File: src/rtl/wb_arbiter.sv
// rtl/wb_arbiter.sv - register-file writeback arbiter between the main pipeline and a mul/div unit
//
// Ports:
//   CLK           in   1   rising-edge clock
//   RESET         in   1   asynchronous active-low reset
//   PIPE_VALID    in   1   pipeline writeback result valid
//   PIPE_RD       in   5   pipeline destination register
//   PIPE_DATA     in  32   pipeline result
//   MD_VALID      in   1   mul/div result valid
//   MD_RD         in   5   mul/div destination register
//   MD_DATA       in  32   mul/div result
//   MD_READY      out  1   arbiter can accept a mul/div result
//   WRITE_ENABLE  out  1   register-file write enable (registered)
//   WRITE_ADDRESS out  5   register-file write address (registered)
//   WRITE_DATA    out 32   register-file write data (registered)
//   PENDING_MASK  out 32   one bit per rd currently held in the FIFO
//   STARVE        out  1   FIFO head has been blocked for STARVE_LIMIT cycles
//
// The pipeline has no backpressure and always wins the write port. Mul/div
// results are parked in a 2-entry FIFO and drained on cycles the pipeline
// leaves free.

module wb_arbiter #(
  parameter int STARVE_LIMIT = 4
) (
  input  logic        CLK,
  input  logic        RESET,
  input  logic        PIPE_VALID,
  input  logic [4:0]  PIPE_RD,
  input  logic [31:0] PIPE_DATA,
  input  logic        MD_VALID,
  input  logic [4:0]  MD_RD,
  input  logic [31:0] MD_DATA,
  output logic        MD_READY,
  output logic        WRITE_ENABLE,
  output logic [4:0]  WRITE_ADDRESS,
  output logic [31:0] WRITE_DATA,
  output logic [31:0] PENDING_MASK,
  output logic        STARVE
);

  localparam int WW = (STARVE_LIMIT < 1) ? 1 : $clog2(STARVE_LIMIT + 1);
  localparam logic [WW-1:0] LIMIT_W = WW'(STARVE_LIMIT);

  // FIFO storage and control
  logic [4:0]    rd_mem_q   [2];
  logic [31:0]   data_mem_q [2];
  logic [4:0]    rd_mem_d   [2];
  logic [31:0]   data_mem_d [2];
  logic          wr_ptr_q, wr_ptr_d;
  logic          rd_ptr_q, rd_ptr_d;
  logic [1:0]    count_q,  count_d;
  logic [WW-1:0] wait_q,   wait_d;

  // Write port registers
  logic          we_q,   we_d;
  logic [4:0]    addr_q, addr_d;
  logic [31:0]   wdata_q, wdata_d;

  logic pipe_live;
  logic md_accept;
  logic push;
  logic pop;
  logic fifo_empty;
  logic rd_ptr_other;

  assign fifo_empty   = (count_q == 2'd0);
  assign pipe_live    = PIPE_VALID && (PIPE_RD != 5'd0);
  assign MD_READY     = (count_q < 2'd2) && RESET;
  assign md_accept    = MD_VALID && MD_READY;
  // rd 0 results are handshaken so the mul/div unit retires them, but never stored
  assign push         = md_accept && (MD_RD != 5'd0);
  // Pop decision uses the pre-edge count, so a fresh push is never bypassed
  assign pop          = !pipe_live && !fifo_empty;
  assign rd_ptr_other = ~rd_ptr_q;

  always_comb begin
    we_d    = 1'b0;
    addr_d  = addr_q;
    wdata_d = wdata_q;
    if (pipe_live) begin
      we_d    = 1'b1;
      addr_d  = PIPE_RD;
      wdata_d = PIPE_DATA;
    end else if (!fifo_empty) begin
      we_d    = 1'b1;
      addr_d  = rd_mem_q[rd_ptr_q];
      wdata_d = data_mem_q[rd_ptr_q];
    end
  end

  always_comb begin
    rd_mem_d   = rd_mem_q;
    data_mem_d = data_mem_q;
    wr_ptr_d   = wr_ptr_q;
    rd_ptr_d   = rd_ptr_q;
    count_d    = count_q;

    if (push) begin
      rd_mem_d[wr_ptr_q]   = MD_RD;
      data_mem_d[wr_ptr_q] = MD_DATA;
      wr_ptr_d             = ~wr_ptr_q;
    end
    if (pop) begin
      rd_ptr_d = ~rd_ptr_q;
    end

    case ({push, pop})
      2'b10:   count_d = count_q + 2'd1;
      2'b01:   count_d = count_q - 2'd1;
      default: count_d = count_q;
    endcase
  end

  // Wait counter: counts edges where the head is held off by the pipeline
  always_comb begin
    wait_d = wait_q;
    if (pop || fifo_empty) begin
      wait_d = '0;
    end else if (pipe_live && (wait_q != LIMIT_W)) begin
      wait_d = wait_q + 1'b1;
    end
  end

  always_ff @(posedge CLK or negedge RESET) begin
    if (!RESET) begin
      rd_mem_q[0]   <= '0;
      rd_mem_q[1]   <= '0;
      data_mem_q[0] <= '0;
      data_mem_q[1] <= '0;
      wr_ptr_q      <= 1'b0;
      rd_ptr_q      <= 1'b0;
      count_q       <= 2'd0;
      wait_q        <= '0;
      we_q          <= 1'b0;
      addr_q        <= '0;
      wdata_q       <= '0;
    end else begin
      rd_mem_q      <= rd_mem_d;
      data_mem_q    <= data_mem_d;
      wr_ptr_q      <= wr_ptr_d;
      rd_ptr_q      <= rd_ptr_d;
      count_q       <= count_d;
      wait_q        <= wait_d;
      we_q          <= we_d;
      addr_q        <= addr_d;
      wdata_q       <= wdata_d;
    end
  end

  // Mask is built from registered FIFO state only; duplicate rds simply OR
  // together, so the bit stays up until the last matching entry drains.
  always_comb begin
    PENDING_MASK = '0;
    if (count_q != 2'd0) begin
      PENDING_MASK[rd_mem_q[rd_ptr_q]] = 1'b1;
    end
    if (count_q == 2'd2) begin
      PENDING_MASK[rd_mem_q[rd_ptr_other]] = 1'b1;
    end
    PENDING_MASK[0] = 1'b0;
  end

  assign STARVE        = (wait_q == LIMIT_W);
  assign WRITE_ENABLE  = we_q;
  assign WRITE_ADDRESS = addr_q;
  assign WRITE_DATA    = wdata_q;

endmodule

File: config.mk
export PLATFORM = sky130hd
export DESIGN_NAME = wb_arbiter
export DESIGN_NICKNAME = d
export VERILOG_FILES = /design/src/rtl/wb_arbiter.sv
export SDC_FILE = /design/constraint.sdc
export NUM_CORES = 1
export LEC_CHECK = 0
export ABC_AREA = 1
export CAP_MARGIN = 25
export CORE_MARGIN = 5
export CORE_UTILIZATION = 51
export DETAILED_ROUTE_END_ITERATION = 12
export PLACE_DENSITY = 0.81
export SLEW_MARGIN = 25
export SYNTH_ARGS = -nofsm -noshare
export SYNTH_HDL_FRONTEND = slang
export SYNTH_SLANG_ARGS = --single-unit
File: constraint.sdc
create_clock -name CLK -period 2.4 [get_ports CLK]
set_clock_uncertainty 0.15 [all_clocks]
set_input_delay 0.48 -clock CLK [delete_from_list [all_inputs] [get_ports CLK]]
set_output_delay 0.48 -clock CLK [all_outputs]
set_load 0.05 [all_outputs]
Word level (Yosys, flattened, before mapping)
Index checks and enable logic that the tools add are counted.
W data, S select, Z words.
Operators by class
  add/subtract/negate cells: 3
  $lt $le $gt $ge: 9
  equality and inequality tests: 6
  mux-type cells: 30
  bitwise logic cells: 6
  reductions and logical operators: 18
Operators with widths (number)
  $mux W32: 8
  $bwmux W64: 1
  $mux W5: 9
  $demux W32 S1: 1
  $or A32 B32 Y32: 1
  $lt A5 B6 Y1 const B: 2
  $bwmux W10: 1
  $demux W1 S5: 2
  $ge A5 B1 Y1 const B: 2
  $reduce_bool A5 Y1: 2
  $logic_and A1 B1 Y1: 9
  $ge A2 B2 Y1 const B: 3
  $mux W3: 2
  $not A1 Y2: 3
  $reduce_bool A2 Y1: 3
  $demux W5 S1: 1
  $eq A2 B2 Y1 const B: 2
  $mux W1: 4
  $pmux W2 S2: 1
  $add A3 B1 Y3 const B: 1
  $eq A3 B3 Y1 const B: 1
  $ne A3 B3 Y1 const B: 1
  $add A2 B1 Y2 const B: 1
  $eq A2 B1 Y1 const B: 1
  8 further kinds: 10
Word-level totals
  flip-flop bits (word level): 119
  input bits: 78
  word-level logic and storage cells: 83

Longest topological paths before layout
Gate-level depths: netlist of the first run.
  depth after elaboration: 11
  mapped depth: 10

Least setup slack after synthesis of the first run
Ideal clock, no wire load.
  kind: register to output
  start point: register rd_ptr_q
  end point: output PENDING_MASK[16]
  arrival: 1.471 ns
  data required time: 1.770 ns
  slack: 0.299 ns
  cell stages (with the launch flop): 8
  cell sequence: dfrtp_1 > buf_6 > buf_8 > nand2_1 > nand3_1 > nor2_4 > nand2_1 > nand2_1
Between the ends
  word-level cells in the longest chain between the ends: 11
  elaborated cells on any way between the ends: 22
  those cells by class: order compare: 4; mux: 12; bitwise: 4; reduce/logical: 2
Ends and longest elaborated chain
  start, declared: line 51  | logic rd_ptr_q, rd_ptr_d;
  start signal, assigned: line 142  | rd_ptr_q <= rd_ptr_d;
  $not A1 Y2 (implied by the code) or $not A1 Y1 (tied branches): line 156, 75
  $mux W5 (implied by the code) or $not A1 Y2 (tied branches): line 156, 159
  $mux W5 (on tied branches) (2 in series): line 156, 159
  $lt A5 B6 Y1 (implied by the code) (tied with other cells): line 156  | PENDING_MASK[rd_mem_q[rd_ptr_q]] = 1'b1;
  $logic_and A1 B1 Y1 (implied by the code) (tied with other cells): line 156
  $mux W1 (implied by the code) or $logic_and A1 B1 Y1 (tied branches): line 156, 159
  $demux W1 S5 or $mux W1 (tied branches): line 156, 159
  $mux W32 or $demux W1 S5 (tied branches): line 155, 159
  $or A32 B32 Y32 (no line)
  $mux W32 *: line 158  | if (count_q == 2'd2) begin
  end, declared: line 38  | output logic [31:0] PENDING_MASK,
Every way passes the cells marked *; elsewhere a longest branch is shown, timed or not. The select of a mux whose other input is x is not followed.

Worst setup path in the final report of the first run
  start point: register rd_ptr_q
  end point: output PENDING_MASK[27]
Same word-level chain as after synthesis.

==> results of run 1 <==
==> worst paths after layout <==
kind / start / to / slack, ns / depth (start not counted)
max reg2reg: count_q[1]$_DFFE_PN0P_ / count_q[1]$_DFFE_PN0P_ / 0.40 / 9
max: rd_ptr_q$_DFFE_PN0P_ / PENDING_MASK[27] / -0.24 / 7
min reg2reg: data_mem_q[19]$_DFFE_PN0P_ / data_mem_q[19]$_DFFE_PN0P_ / 0.32 / 2
max in group asynchronous: RESET / rd_ptr_q$_DFFE_PN0P_ / 0.90 / 3
min: data_mem_q[19]$_DFFE_PN0P_ / data_mem_q[19]$_DFFE_PN0P_ / 0.32 / 2
min in group asynchronous: RESET / count_q[1]$_DFFE_PN0P_ / 0.35 / 2
==> flip-flops by register name, indices dropped and copies added (netlist names) <==
name	cells
data_mem_q	64
WRITE_DATA	32
wr_ptr_q	1
rd_ptr_q	1
count_q	2
wait_q	3
WRITE_ADDRESS	5
WRITE_ENABLE	1
rd_mem_q	10
==> power groups by stage <==
stage	Sequential (mW)	Clock, mW	Combinational, mW
3_5_place_dp	3.47	0	6.53
2_1_floorplan	4.25	0	3.46
3_3_place_gp	3.42	0	6.42
6_report	3.48	2.29	7.09
4_1_cts	3.46	2.30	6.73
5_1_grt	3.59	2.40	7.60
==> tightest hold or removal path, stage by stage, from the launching register on <==
cell,delay [ns]
dfrtp_1,0.34
nand2_1,0.05
nand2_1,0.04
==> per-layer routing <==
metal	routed length (um)	GRT usage (%)
met2	9730	43.4
met4	396	9.13
met1	8390	36.5
met5	0	0
met3	2100	7.69
==> cell families (layout without fill, tap and decap cells) <==
kind of cell    after synthesis  in the layout  share of synthesized area, %
xor+xnor                      3              3                         0.404
simple gates                605            605                          41.7
other cells                   1              2                        0.0576
flops                       119            119                          45.7
buf+inv                      88            230                          7.11
fa+ha+maj                     3              3                         0.576
compound gates               49             49                          4.44
==> per-stage QoR <==
stage / utilization [%] / std cells / setup TNS (ns) / area [sq um]
floorplan: - / 868 / 0 / 6510
global placement: 67.0 / 1150 / 0 / 8420
detailed placement: 67.0 / 1150 / 0 / 8420
CTS: 72.0 / 1180 / -3.10 / 9050
global route: 73.1 / 1183 / -7.62 / 9190
finish: 73.1 / 1183 / -5.29 / 9190
==> repair_timing <==
item / in CTS / in global routing
gates cloned: 0 / 1
setup buffers: 1 / 1
hold buffers: 1 / 0
pin swaps: 5 / 6
endpoints found under the setup margin: 31 / 31
gates resized for setup: 30 / 27
endpoints found under the hold margin: 3 / 0
==> final cells by class <==
class	instances	area share, %
repair buffers	179	23.0
clock inverters	5	0.545
flip-flops and latches	119	32.4
inverters	23	0.994
clock buffers	23	5.20
diodes	1	0.0272
well taps	172	2.34
multi-input cells	661	35.5
==> placed cells by master, fill, tap and decap left out, types with 4 or more instances in the layout <==
master / count
clkdlybuf4s50_1: 114
buf_12: 37
nand2_2: 37
clkinv_2: 4
dfrtp_1: 118
buf_4: 25
inv_1: 15
o21ai_2: 7
a21oi_1: 32
nand2_1: 352
inv_2: 6
nor2_4: 22
clkbuf_16: 18
nand3_1: 101
o21ai_0: 4
nor2_1: 10
nand4_1: 74
==> summary.md, run 1 <==
| Metric | Value |
|---|---|
| Outcome | finished with violations |
| Failing checks | negative setup slack |
| Die width | 123 um |
| Sequential share of power | 27.1% |
| Reg area | 2980 sq um |
| Num CTS Buffers | 17 |
| Vias in the first global route | 6412 |
| Comb pwr share | 55.1% |
| First-pass GRT wire length | 32400 um |
| Vias per inst | 5.67 |
| Share of the synthesized area in the top cell type | 45.7% |
| Cells after synthesis | 868 |
| Area of the mapped netlist | 6510 sq um |
| Core Area | 12600 sq um |
| Routed wire length | 20600 um |
| Sink Count | 119 |
| Tot Pwr | 12.9 mW |
| Post-synthesis area per instance | 7.50 sq um |
| Multi-input gate area | 3260 sq um |
| Most frequent cell after synthesis | nand2_1 |
| Initial Util | 51.8% |
| Arrival time worst endpoint | 2.01 ns |
| Nets | 1082 |
| Worst-path clk slew | 0.05 ns |
| Clock network power share | 17.8% |
| Final Slew Violations | 0 |
| Post-route ant nets | 0 |
| Initial antenna violation count | 1 |
| Fillers | 897 |
| Sw Ratio | 47.3% |
| H-tree levels | 4 |
| Unrepaired setup endpoints after global routing | true |
| PwrDens | 1400 nW/um^2 |
| Final period utilization | 110% |
| Post-synth top flop | dfrtp_1 |
| FF+latch count, synth | 119 |
| CP max FO | 10 |
| Synth area leader | dfrtp_1 |
| Hold Slack | 0.319 ns |
| Maximum VDD drop | 0.677 mV |
| GRT overflow | 0 |
| Endpoints failing hold | 0 |
| Remaining DRCs | 0 |
| Clock latency on the worst-skew pair | 0.42 ns |
| Setup WS post-layout | -0.238 ns |
| Total of max-cap violations | 0 |
| Post-layout minimum cycle time | 2.64 ns |
| Post-detail-place hpwl | 13400 um |
| GRT Util Overall | 27.4% |
| WP buf/inv | 2 |
| CP Launch Type | flip-flop |
| Rows | 41 |
| Netlist cell types | 31 |
| Slowest cell on crit path | dfrtp_2 |
| DR iter-0 viols | 904 |
| Cell repeated most along the worst path | nand2_2 |
| DP Worst Slack | 0.0563 ns |
| Fraction of layout cells with a size suffix above 1 | 17.2% |
| Worst min path class | flip-flop to flip-flop |
| Vias | 6709 |
| CTS max path bufs | 2 |
| Leak | 4.30 nW |
| Synth Net Count | 949 |
| IO Pins | 150 |
| IO Port Bufs | 148 |
| Clock tree from TritonCTS | built |
| CTS root buffer | clkbuf_16 |
| Ys Warns | 0 |
| Area delta synth->final | 41.1% |
| Max Clk Rate | 0.379 GHz |
| Internal power | 6.77 mW |
| Largest net degree at the start of global routing | 117 |
| Worst-margin pin slew | 0.626 ns |
| Die Ht | 123 um |
| Die ar. | 15100 sq um |
| Switching pwr | 6.08 mW |
| RePlAce Congestion | 0.916 |
| Top delay family on crit path | simple AND/OR/NAND/NOR gates |
| Synth top cells by count | 384 x nand2_1, 119 x dfrtp_1, 102 x nand3_1 |
| Setup CP Type | flip-flop to output pin |
| Post-synth EDFFs | 0 |
| Final setup viols | 31 |
| Wirelength per Cell | 17.4 um |
| Router iterations before antenna repair | 5 |
| Sequential share of the synthesized area | 45.7% |
| Largest cells by area after synthesis | dfrtp_1 46%, nand2_1 22%, nand3_1 7.8%, nand4_1 7.1%, a21oi_1 2.5% |
| Ys async rst share | 100% |
| Worst EP required | 1.77 ns |
| Crit. End Element | output pin |
| Max incr delay on CP | 0.45 ns |
| CP cell instances | clkbuf_16 > o21ai_2 > nand2_2 > nor2_4 > nand2_1 > nand2_2 > buf_12 |
| Slew Limit Headroom | 58.3% |
Note: power is estimated with default switching activity, not from simulation.
==> inputs of run 2 (changes only) <==
==> constraint.sdc (replaced) <==
create_clock -name CLK -period 2.68 [get_ports CLK]
set_clock_uncertainty 0.15 [all_clocks]
set_input_delay 0.536 -clock CLK [delete_from_list [all_inputs] [get_ports CLK]]
set_output_delay 0.536 -clock CLK [all_outputs]
set_load 0.05 [all_outputs]
==> summary.md, run 2 (same netlist as run 1, synthesis figures left out) <==
| Metric | Value |
|---|---|
| Reg2reg end | count_q[1]$_DFFE_PN0P_ |
| Most frequent cells in the layout | 349 x nand2_1, 118 x dfrtp_1, 114 x clkdlybuf4s50_1 |
| Rows | 41 (unchanged) |
| IO Pins | 150 (unchanged) |
| Post-route ant nets | 0 (unchanged) |
| Comb pwr share | 53.5% (-1.6 points) |
| Setup WS post-layout | -0.0803 ns (+0.158 ns) |
| RePlAce Congestion | 0.915 (-0.14%) |
| Wirelength per Cell | 17.9 um (+2.7%) |
| Final instance area | 9330 sq um (+1.5%) |
| Tot Pwr | 12.1 mW (-6.2%) |
| Multi-input gate area | 3290 sq um (+0.84%) |
| Sink Count | 119 (unchanged) |
| Outcome | finished with violations |
| Hold_sp | rd_mem_q[2]$_DFFE_PN0P_ |
| Fillers | 859 (-4.2%) |
| CP Launch Type | flip-flop |
| Switching pwr | 5.67 mW (-6.8%) |
| Remaining DRCs | 0 (unchanged) |
| Arrival time worst endpoint | 2.07 ns (+0.06 ns) |
| Path depth of the worst reg2reg path | 9 (unchanged) |
| Clock tree from TritonCTS | built |
| Slew Limit Headroom | 60.2% (+1.9 points) |
| CTS root buffer | clkbuf_16 |
| Most common cell after layout, fill and taps aside | nand2_1 |
| Internal power | 6.38 mW (-5.8%) |
| Final period utilization | 103% |
| Initial Util | 51.8% (unchanged) |
| Total of max-cap violations | 0 (unchanged) |
| First-pass GRT wire length | 31900 um (-1.5%) |
| Register name with the most flops | data_mem_q |
| Register-to-Register Setup Slack | 0.64 ns (+0.24 ns) |
| Vias | 6828 (+1.8%) |
| Hold path cells | 2 (unchanged) |
| Sw Ratio | 47.1% (-0.27 points) |
| WP buf/inv | 3 (+1) |
| Vias per inst | 5.77 (+1.8%) |
| Nets | 1077 (-0.46%) |
| Reg-to-reg critical path startpoint | count_q[0]$_DFFE_PN0P_ |
| Post-detail-place hpwl | 13100 um (-2.8%) |
| Die Ht | 123 um (unchanged) |
| H-tree levels | 4 (unchanged) |
| Unrepaired setup endpoints after global routing | true |
| Leak | 4.33 nW (+0.77%) |
| Placement Cell Area | 8380 sq um (-0.53%) |
| Final Slew Violations | 0 (unchanged) |
| Top delay family on crit path | flip-flops |
| Hold Slack | 0.318 ns (-0.000610 ns) |
| DR iter-0 viols | 874 (-3.3%) |
| Setup CP Type | flip-flop to output pin |
| Worst min path class | flip-flop to flip-flop |
| Initial antenna violation count | 2 (+1) |
| Routed wire length | 21200 um (+2.7%) |
| Die ar. | 15100 sq um (unchanged) |
| Vias in the first global route | 6303 (-1.7%) |
| Cell repeated most along the worst path | nand2_1 |
| Die width | 123 um (unchanged) |
| Maximum VDD drop | 0.694 mV (+2.6%) |
| Router iterations before antenna repair | 6 (+1) |
| Utilization after layout | 74.3% (+1.1 points) |
| Worst EP required | 1.99 ns (+0.22 ns) |
| Worst-path clk slew | 0.06 ns (about the same) |
| Area delta synth->final | 43.3% |
| Max FFs per register | 64 (unchanged) |
| Failing checks | negative setup slack |
| Clock latency on the worst-skew pair | 0.41 ns (about the same) |
| Sequential share of power | 26.1% (-1.0 points) |
| Fraction of layout cells with a size suffix above 1 | 17.6% (+0.41 points) |
| Clock network power share | 20.4% (+2.6 points) |
| Num CTS Buffers | 17 (unchanged) |
| Max incr delay on CP | 0.55 ns (+0.10 ns) |
| Post-layout minimum cycle time | 2.76 ns |
| Largest net degree at the start of global routing | 116 (-0.85%) |
| GRT overflow | 0 (unchanged) |
| Worst-margin pin slew | 0.597 ns (-0.0288 ns) |
| Slowest cell on crit path | dfrtp_4 |
| PwrDens | 1290 nW/um^2 (-7.7%) |
| Max Clk Rate | 0.362 GHz |
| CP cell instances | clkbuf_16 > o21ai_4 > inv_4 > nor2_4 > nand2_1 > nand2_1 > buf_12 |
| Core Area | 12600 sq um (unchanged) |
| Crit. End Element | output pin |
| Final setup viols | 27 (-13%) |
| CP max FO | 6 (-4) |
| CTS max path bufs | 2 (unchanged) |
| GRT Util Overall | 26.6% (-0.76 points) |
| IO Port Bufs | 148 (unchanged) |
| Reg area | 2980 sq um (about the same) |
| Hold Path End | rd_mem_q[2]$_DFFE_PN0P_ |
| Endpoints failing hold | 0 (unchanged) |
## run 2: cell types whose count changed in the layout (fill, tap and decap cells not counted), sizes merged
cell         change
buf              -6
bufinv           +3
clkbuf           -4
clkinvlp         +3
diode            +1
dlygate4sd2      +1
inv              +2
## run 2: tightest hold or removal path: stages (launching register included)
cell and delay [ns]:
dfrtp_1 0.34, nand2_1 0.05, nand2_1 0.04
## run 2: repair_timing
action	4_1_cts	5_1_grt
hold buffers	1	0
gates resized for setup	6	62
pin swaps	1	17
endpoints found under the setup margin	22	31
endpoints found under the hold margin	4	0
setup buffers	3	2
gates cloned	0	1
## run 2: how the worst max path moves through the flow
| stage | cells past startpoint | endpoint | from |
|---|---|---|---|
| finish | 7 | PENDING_MASK[4] | rd_ptr_q$_DFFE_PN0P_ |
| global route | 7 | PENDING_MASK[25] | rd_ptr_q$_DFFE_PN0P_ |
| CTS | 7 | PENDING_MASK[19] | rd_ptr_q$_DFFE_PN0P_ |
| detailed placement | 10 | count_q[1]$_DFFE_PN0P_ | PIPE_RD[3] |
| global placement | 10 | count_q[1]$_DFFE_PN0P_ | PIPE_RD[4] |
| floorplan | 7 | PENDING_MASK[16] | rd_ptr_q$_DFFE_PN0P_ |
## run 2: per-stage QoR
step           cells  worst slack (ns)  TNS (ns)
3_3_place_gp    1142             0.291         0
4_1_cts         1178          -0.00936   -0.0180
5_1_grt         1183            -0.123     -2.44
2_1_floorplan    868             0.523         0
6_report        1183           -0.0803     -1.07
3_5_place_dp    1142             0.259         0
## run 2: routing by layer
metal / up-vias / GRT usage [%] / share of wire, % / routed length [um]
met5: - / 0 / 0 / 0
met2: 415 / 41.7 / 48 / 10100
met1: 3246 / 37.8 / 40 / 8500
li1: 3123 / - / - / -
met4: 0 / 8.79 / 2.3 / 492
met3: 44 / 4.67 / 9.8 / 2070
## run 2: layout make-up
cell class | instances | area share (%)
antenna | 2 | 0.0536
inverter | 23 | 1.01
timing repair buffer | 174 | 22.6
clock buffer | 19 | 4.75
sequential | 119 | 31.9
multi-input combinational | 661 | 35.2
tap | 172 | 2.31
clock inverter | 13 | 2.09
## run 2: power by group through the flow
stage               combinational [mW]  clock [mW]  sequential, mW
finish                            6.45        2.46            3.14
CTS                               5.94        2.46            3.11
global route                      6.89        2.56            3.24
global placement                  5.66           0            3.09
detailed placement                5.74           0            3.13
floorplan                         3.10           0            3.81
